`src/rtl/cpu_multicycle_ctrl_if.sv`:
```
// Bundle of the controller <-> datapath signals: instruction ROM, register
// file, ALU, data memory, plus the start/status lines seen by the top level.
// The controller connects via the master modport, the datapath via slave.
interface cpu_multicycle_ctrl_if #(
  parameter int PC_W  = 4,
  parameter int CNT_W = 8
);
  logic             start;
  logic [PC_W-1:0]  imem_addr;
  logic [7:0]       imem_data;
  logic             rf_rw;
  logic [1:0]       rf_rd1;
  logic [1:0]       rf_rd2;
  logic [1:0]       rf_wr;
  logic [3:0]       rf_wdata;
  logic [3:0]       rf_q1;
  logic [3:0]       rf_q2;
  logic [1:0]       alu_op;
  logic             alu_binv;
  logic             alu_cin;
  logic [3:0]       alu_res;
  logic             dm_rw;
  logic [3:0]       dm_addr;
  logic [3:0]       dm_wdata;
  logic [3:0]       dm_rdata;
  logic             busy;
  logic             halted;
  logic [CNT_W-1:0] retired;

  modport master (
    input  start, imem_data, rf_q1, rf_q2, alu_res, dm_rdata,
    output imem_addr, rf_rw, rf_rd1, rf_rd2, rf_wr, rf_wdata,
           alu_op, alu_binv, alu_cin, dm_rw, dm_addr, dm_wdata,
           busy, halted, retired
  );

  modport slave (
    output start, imem_data, rf_q1, rf_q2, alu_res, dm_rdata,
    input  imem_addr, rf_rw, rf_rd1, rf_rd2, rf_wr, rf_wdata,
           alu_op, alu_binv, alu_cin, dm_rw, dm_addr, dm_wdata,
           busy, halted, retired
  );
endinterface

```
`src/rtl/cpu_multicycle_ctrl.sv`:
```
// Multi-cycle control unit for the 4-bit CPU. Owns the program counter,
// fetches 8-bit instructions and sequences register file, ALU and data
// memory one state at a time. The register file and data memory have a
// one-cycle registered read, so operands are requested one state before use.
module cpu_multicycle_ctrl #(
  parameter int PC_W  = 4,
  parameter int CNT_W = 8
) (
  input  logic                  clk,
  input  logic                  rst,
  cpu_multicycle_ctrl_if.master bus
);

  localparam logic [2:0] IDLE   = 3'd0;
  localparam logic [2:0] FETCH  = 3'd1;
  localparam logic [2:0] DECODE = 3'd2;
  localparam logic [2:0] EXEC   = 3'd3;
  localparam logic [2:0] MEMRD  = 3'd4;
  localparam logic [2:0] WB     = 3'd5;
  localparam logic [2:0] HALT   = 3'd6;

  localparam logic [2:0] OP_AND  = 3'b000;
  localparam logic [2:0] OP_OR   = 3'b001;
  localparam logic [2:0] OP_ADD  = 3'b010;
  localparam logic [2:0] OP_SUB  = 3'b011;
  localparam logic [2:0] OP_SLT  = 3'b100;
  localparam logic [2:0] OP_LW   = 3'b101;
  localparam logic [2:0] OP_SW   = 3'b110;
  localparam logic [2:0] OP_HALT = 3'b111;

  logic [2:0]       state;
  logic [PC_W-1:0]  pc;
  logic [7:0]       ir;
  logic [3:0]       wb_data;
  logic [CNT_W-1:0] retired;

  logic [2:0] op;
  logic [1:0] rd;
  logic [1:0] rs;
  logic       unused_ir0;

  assign op         = ir[7:5];
  assign rd         = ir[4:3];
  assign rs         = ir[2:1];
  assign unused_ir0 = ir[0];

  // Sequencer: state transitions plus pc / ir / wb_data / retired updates.
  always_ff @(posedge clk) begin
    if (rst) begin
      state   <= IDLE;
      pc      <= '0;
      ir      <= '0;
      wb_data <= '0;
      retired <= '0;
    end else begin
      case (state)
        IDLE: begin
          if (bus.start) state <= FETCH;
        end
        FETCH: begin
          ir    <= bus.imem_data;
          state <= DECODE;
        end
        DECODE: begin
          // Register reads issued here land on rf_q1/rf_q2 for EXEC.
          state <= (op == OP_HALT) ? HALT : EXEC;
        end
        EXEC: begin
          case (op)
            OP_AND, OP_OR, OP_ADD, OP_SUB, OP_SLT: begin
              wb_data <= bus.alu_res;
              state   <= WB;
            end
            OP_LW: state <= MEMRD;
            OP_SW: begin
              // Store commits on this edge, nothing left to write back.
              pc      <= pc + 1'b1;
              retired <= retired + 1'b1;
              state   <= FETCH;
            end
            default: state <= HALT;
          endcase
        end
        MEMRD: begin
          wb_data <= bus.dm_rdata;
          state   <= WB;
        end
        WB: begin
          pc      <= pc + 1'b1;
          retired <= retired + 1'b1;
          state   <= FETCH;
        end
        HALT: state <= HALT;
        default: state <= IDLE;
      endcase
    end
  end

  // Datapath controls decoded from the registered state and instruction;
  // write strobes are suppressed whenever rst is high.
  always_comb begin
    bus.rf_rw    = 1'b1;
    bus.dm_rw    = 1'b1;
    bus.alu_op   = 2'd0;
    bus.alu_binv = 1'b0;
    bus.alu_cin  = 1'b0;
    if (state == WB && !rst) bus.rf_rw = 1'b0;
    if (state == EXEC && op == OP_SW && !rst) bus.dm_rw = 1'b0;
    if (state == EXEC) begin
      case (op)
        OP_OR:  bus.alu_op = 2'd1;
        OP_ADD: bus.alu_op = 2'd2;
        OP_SUB: begin
          bus.alu_binv = 1'b1;
          bus.alu_cin  = 1'b1;
          bus.alu_op   = 2'd2;
        end
        OP_SLT: begin
          bus.alu_binv = 1'b1;
          bus.alu_cin  = 1'b1;
          bus.alu_op   = 2'd3;
        end
        default: bus.alu_op = 2'd0;
      endcase
    end
  end

  assign bus.imem_addr = pc;
  assign bus.rf_rd1    = rd;
  assign bus.rf_rd2    = rs;
  assign bus.rf_wr     = rd;
  assign bus.rf_wdata  = wb_data;
  assign bus.dm_addr   = bus.rf_q2;
  assign bus.dm_wdata  = bus.rf_q1;
  assign bus.busy      = (state != IDLE) && (state != HALT);
  assign bus.halted    = (state == HALT);
  assign bus.retired   = retired;

endmodule

```
`src/flat_wrapper.sv`:
```
// flat-port wrapper written by rule: the top's interface ports become plain ports
module cpu_multicycle_ctrl_flat 
#(
  parameter int PC_W  = 4,
  parameter int CNT_W = 8
)
  (clk, rst, bus_start, bus_imem_data, bus_rf_q1, bus_rf_q2, bus_alu_res, bus_dm_rdata, bus_imem_addr, bus_rf_rw, bus_rf_rd1, bus_rf_rd2, bus_rf_wr, bus_rf_wdata, bus_alu_op, bus_alu_binv, bus_alu_cin, bus_dm_rw, bus_dm_addr, bus_dm_wdata, bus_busy, bus_halted, bus_retired);
  cpu_multicycle_ctrl_if #(.PC_W(PC_W), .CNT_W(CNT_W)) bus_i ();
  input  logic clk;
  input  logic rst;
  input wire logic [$bits(bus_i.start)-1:0] bus_start;
  input wire logic [$bits(bus_i.imem_data)-1:0] bus_imem_data;
  input wire logic [$bits(bus_i.rf_q1)-1:0] bus_rf_q1;
  input wire logic [$bits(bus_i.rf_q2)-1:0] bus_rf_q2;
  input wire logic [$bits(bus_i.alu_res)-1:0] bus_alu_res;
  input wire logic [$bits(bus_i.dm_rdata)-1:0] bus_dm_rdata;
  output wire logic [$bits(bus_i.imem_addr)-1:0] bus_imem_addr;
  output wire logic [$bits(bus_i.rf_rw)-1:0] bus_rf_rw;
  output wire logic [$bits(bus_i.rf_rd1)-1:0] bus_rf_rd1;
  output wire logic [$bits(bus_i.rf_rd2)-1:0] bus_rf_rd2;
  output wire logic [$bits(bus_i.rf_wr)-1:0] bus_rf_wr;
  output wire logic [$bits(bus_i.rf_wdata)-1:0] bus_rf_wdata;
  output wire logic [$bits(bus_i.alu_op)-1:0] bus_alu_op;
  output wire logic [$bits(bus_i.alu_binv)-1:0] bus_alu_binv;
  output wire logic [$bits(bus_i.alu_cin)-1:0] bus_alu_cin;
  output wire logic [$bits(bus_i.dm_rw)-1:0] bus_dm_rw;
  output wire logic [$bits(bus_i.dm_addr)-1:0] bus_dm_addr;
  output wire logic [$bits(bus_i.dm_wdata)-1:0] bus_dm_wdata;
  output wire logic [$bits(bus_i.busy)-1:0] bus_busy;
  output wire logic [$bits(bus_i.halted)-1:0] bus_halted;
  output wire logic [$bits(bus_i.retired)-1:0] bus_retired;
  assign bus_i.start = bus_start;
  assign bus_i.imem_data = bus_imem_data;
  assign bus_i.rf_q1 = bus_rf_q1;
  assign bus_i.rf_q2 = bus_rf_q2;
  assign bus_i.alu_res = bus_alu_res;
  assign bus_i.dm_rdata = bus_dm_rdata;
  assign bus_imem_addr = bus_i.imem_addr;
  assign bus_rf_rw = bus_i.rf_rw;
  assign bus_rf_rd1 = bus_i.rf_rd1;
  assign bus_rf_rd2 = bus_i.rf_rd2;
  assign bus_rf_wr = bus_i.rf_wr;
  assign bus_rf_wdata = bus_i.rf_wdata;
  assign bus_alu_op = bus_i.alu_op;
  assign bus_alu_binv = bus_i.alu_binv;
  assign bus_alu_cin = bus_i.alu_cin;
  assign bus_dm_rw = bus_i.dm_rw;
  assign bus_dm_addr = bus_i.dm_addr;
  assign bus_dm_wdata = bus_i.dm_wdata;
  assign bus_busy = bus_i.busy;
  assign bus_halted = bus_i.halted;
  assign bus_retired = bus_i.retired;
  cpu_multicycle_ctrl #(.PC_W(PC_W), .CNT_W(CNT_W)) u_core (.clk(clk), .rst(rst), .bus(bus_i));
endmodule
```
`config.mk`:
```
export PLATFORM = sky130hd
export DESIGN_NAME = cpu_multicycle_ctrl_flat
export DESIGN_NICKNAME = d
export VERILOG_FILES = /design/src/rtl/cpu_multicycle_ctrl_if.sv /design/src/rtl/cpu_multicycle_ctrl.sv /design/src/flat_wrapper.sv
export SDC_FILE = /design/constraint.sdc
export NUM_CORES = 1
export LEC_CHECK = 0
export CAP_MARGIN = 40
export CELL_PAD_IN_SITES_DETAIL_PLACEMENT = 1
export CELL_PAD_IN_SITES_GLOBAL_PLACEMENT = 1
export CORE_MARGIN = 5
export CORE_UTILIZATION = 30
export DETAILED_ROUTE_END_ITERATION = 7
export PLACE_DENSITY = 0.86
export SLEW_MARGIN = 10
export SYNTH_ARGS = -nofsm -noshare
export SYNTH_HDL_FRONTEND = slang
export SYNTH_SLANG_ARGS = --single-unit
```
`constraint.sdc`:
```
create_clock -name clk -period 1.8 [get_ports clk]
set_clock_uncertainty 0.2 [all_clocks]
set_input_delay 0.36 -clock clk [delete_from_list [all_inputs] [get_ports clk]]
set_output_delay 0.36 -clock clk [all_outputs]
set_load 0.02 [all_outputs]
```
==> results.toml <==
[run_status]
outcome = "finished with violations"
violations = "setup timing"

[logic_synthesis]
synth-seq-area-share = 0.353
synthDistinctLibCells = 35
syn-num-nets = 198
syn-cell-area_sq_um = 1470
avgSynthCellArea_sq_um = 8.71
ys.warnings.count = 0
netlist_instances = 169
yosys_register_bits = 26

[setup_path]
crit_top_cell = "buf_6"
ff2ff_path_depth = 5
worstPathCellList = "nand3b_1 > buf_6 > buf_6 > a21oi_4 > buf_6"
crit_path_start_kind = "register"
slowest_stage = "dfxtp_2"
cp.required_ns = 1.24
critical_path.max_fanout = 4
path_buf_inv = 3
rrSetupSlack_ns = 0.02
arrival_ns = 1.38
slowest_delay_ns = 0.34
end_kind = "output pin"
crit_type = "register to output pin"
regToRegStartpoint = "u_core.state[2]"
critPathTopFamily = "buffers and inverters"
r2r-end = "u_core.bus.retired[5]"

[cells_and_area]
diodes = 0
drive_gt1_frac = 0.313
fillCellCount = 558
finalNonFillerCells = 294
multi_input_area_sq_um = 835
synthToLayoutAreaGrowth_pct = 52.8
layout.nets = 257
seqCellArea_sq_um = 528
fin_area_sq_um = 2250

[power]
share_comb_of_total_power = 0.246
switchingPower_w = 0.000391
p_int_w = 0.00108
leakage_nw = 0.950
irDropWorstVdd_mv = 0.549
power_frac_seq = 0.420
p_sw_frac = 0.265
p_clk_frac = 0.334
power_density_nw_per_um2 = 655

[route]
first_iter_violations = 50
drt_drc_violations_left = 0
vias = 1430
dr.pass1.iters = 4
ant_nets = 0
wirelength_microns = 4440
vias_per_cell = 4.86
routedWlPerCell_microns = 15.1

[worst_hold_path]
worstHoldStart = "u_core.bus.retired[7]"
hold_path.class = "register to register"
min_to = "u_core.bus.retired[7]"
hold_depth = 2

[place]
dp_hpwl_microns = 3090
io_buffers = 47
dp_cells = 283
routabilityCongestion = 0.770
placed_cell_area_sq_um = 2040

[floorplan]
rows = 25
pin_count = 65
initial_utilization = 0.310
dieHeight_microns = 80.1
die_x_microns = 80.1
core_sq_um = 4750
die_area_sq_um = 6410

[sta]
tns_ns = -0.617
relSlewSlack = 0.782
setup_viol = 7
finalHoldViolCount = 0
min_period_over_period = 1.08
finalWorstSetupSlack_ns = -0.139
timing.fmax_mhz = 516
drv_slew = 0
rsz0062_at_grt = "yes"
worstMarginPinSlew_ns = 0.327
fin_crit_ns = 1.94

[clock_tree]
clk_pin_slew_ns = 0.10
postCtsHoldBufs = 0
cts_buffers = 3
h-tree-depth = 1
clkSinkCount = 26
clock_latency_ns = 0.28
cts_tree = "yes"
clk_path_buf_depth = 2
root_buffer = "clkbuf_8"

[global_routing]
grt_overflow_total = 0
grt_max_degree = 18
grt_pass1_wl_microns = 6860
grt_pass1_vias = 1492
grt_usage = 0.136
antenna_found_initial = 0

[run]
drv_cap = 0
## per-layer routing
layer  wire length, microns  global-route usage  up-vias
met1                   1750               0.143      692
met2                   2420               0.266       35
met4                      0              0.0203        0
met3                    264              0.0448        0
li1                       -                   -      703
met5                      0                   0        -
## logic make-up after synthesis
family,share of synthesized area
AND/OR/NAND/NOR,0.217
multiplexers,0.0748
flip-flops,0.353
adder cells (fa/ha/maj),0.0170
XOR/XNOR,0.0178
AO/OA/AOI/OAI,0.169
buffers and inverters,0.151
## worst register-to-register path: stages, from the launching register on
cell and delay (ns):
dfxtp_2 0.34, and2b_4 0.26, buf_6 0.12, a41oi_4 0.18, or4_1 0.44, a21oi_1 0.16
## cells in the final DEF, fill, tap and decap left out, types with 2 or more instances in the layout
cell type         n
o31ai_1           4
or3_4             5
nor2_1           19
buf_4            30
dlymetal6s2s_1    2
mux2i_1          11
o21ai_0           8
or4_1             3
ha_1              2
clkbuf_8          3
dfxtp_2           3
a21oi_1           9
inv_1             5
nor3_2            3
dlygate4sd2_1    20
nand2b_1          4
dfxtp_1          22
buf_6            10
a21oi_2           4
nand2_1           5
a41oi_4           2
a222oi_1          2
nand3b_1          4
nand3_1           3
clkdlybuf4s50_1  17
a211oi_1          3
xnor2_1           3
nand4_1           5
## worst max-delay path by stage
| stage | from | endpoint | cells past startpoint |
|---|---|---|---|
| 6_report | u_core.state[2] | bus_alu_binv | 5 |
| 5_1_grt | u_core.state[2] | bus_alu_cin | 5 |
| 4_1_cts | u_core.state[2] | bus_alu_binv | 5 |
| 3_5_place_dp | rst | bus_rf_rw | 3 |
| 3_3_place_gp | rst | bus_rf_rw | 3 |
| 2_1_floorplan | u_core.state[2] | bus_alu_op[0] | 3 |
## flip-flops by register name, indices dropped and copies added (netlist names)
signal / flops
u_core.bus.retired: 8
u_core.ir: 7
u_core.bus.imem_addr: 4
u_core.bus.rf_wdata: 4
u_core.state: 3
## final cells by class
cell class,count,share of cell area
Multi-Input combinational cell,112,0.371
Timing Repair Buffer,80,0.317
Sequential cell,26,0.235
Tap cell,67,0.0373
Clock buffer,3,0.0184
Clock inverter,1,0.0133
Inverter,5,0.00834
## through the flow
stage	util	hold slack (ns)	worst slack [ns]	total power (W)
2_1_floorplan	-	0.262	-0.00521	0.000843
3_3_place_gp	0.428	0.265	-0.393	0.000942
3_5_place_dp	0.428	0.282	-0.403	0.000954
4_1_cts	0.460	0.300	-0.140	0.00147
5_1_grt	0.473	0.324	-0.218	0.00154
6_report	0.473	0.293	-0.139	0.00147
## timing repair
item | CTS | global route
setup endpoints to repair | 36 | 19
cloned | 1 | 0
pin swaps | 7 | 6
setup buffers | 5 | 1
gates resized for setup | 82 | 13
## power by group through the flow
stage | combinational, W | sequential (W) | clock, W
final | 0.000363 | 0.000619 | 0.000493
after floorplan | 0.000209 | 0.000634 | 0
after global routing | 0.000387 | 0.000623 | 0.000531
after detailed placement | 0.000321 | 0.000632 | 0
after CTS | 0.000347 | 0.000618 | 0.000505
after global placement | 0.000311 | 0.000630 | 0
## synthesized netlist by cell type, drive strengths merged
library cell / instances / share of area
buf: 23 / 0.12
nand3: 4 / 0.014
dlymetal6s2s: 1 / 0.0085
or2: 1 / 0.0043
a311oi: 1 / 0.0059
and2b: 2 / 0.013
o21ai: 9 / 0.031
clkbuf: 3 / 0.014
nand2b: 4 / 0.017
a222oi: 2 / 0.014
or3: 6 / 0.029
dfxtp: 26 / 0.35
nand4: 5 / 0.021
nand2: 5 / 0.013
mux2i: 11 / 0.075
or4: 3 / 0.015
nand3b: 4 / 0.020
o31ai: 4 / 0.020
ha: 2 / 0.017
nor2: 19 / 0.048
inv: 5 / 0.013
nor4bb: 1 / 0.0068
nor3: 3 / 0.010
a21oi: 14 / 0.048
a21bo: 1 / 0.0068
nor3b: 1 / 0.0051
a41oi: 1 / 0.019
xnor2: 3 / 0.018
a211oi: 4 / 0.020
o211ai: 1 / 0.0051
(Power assumes the default switching activity.)
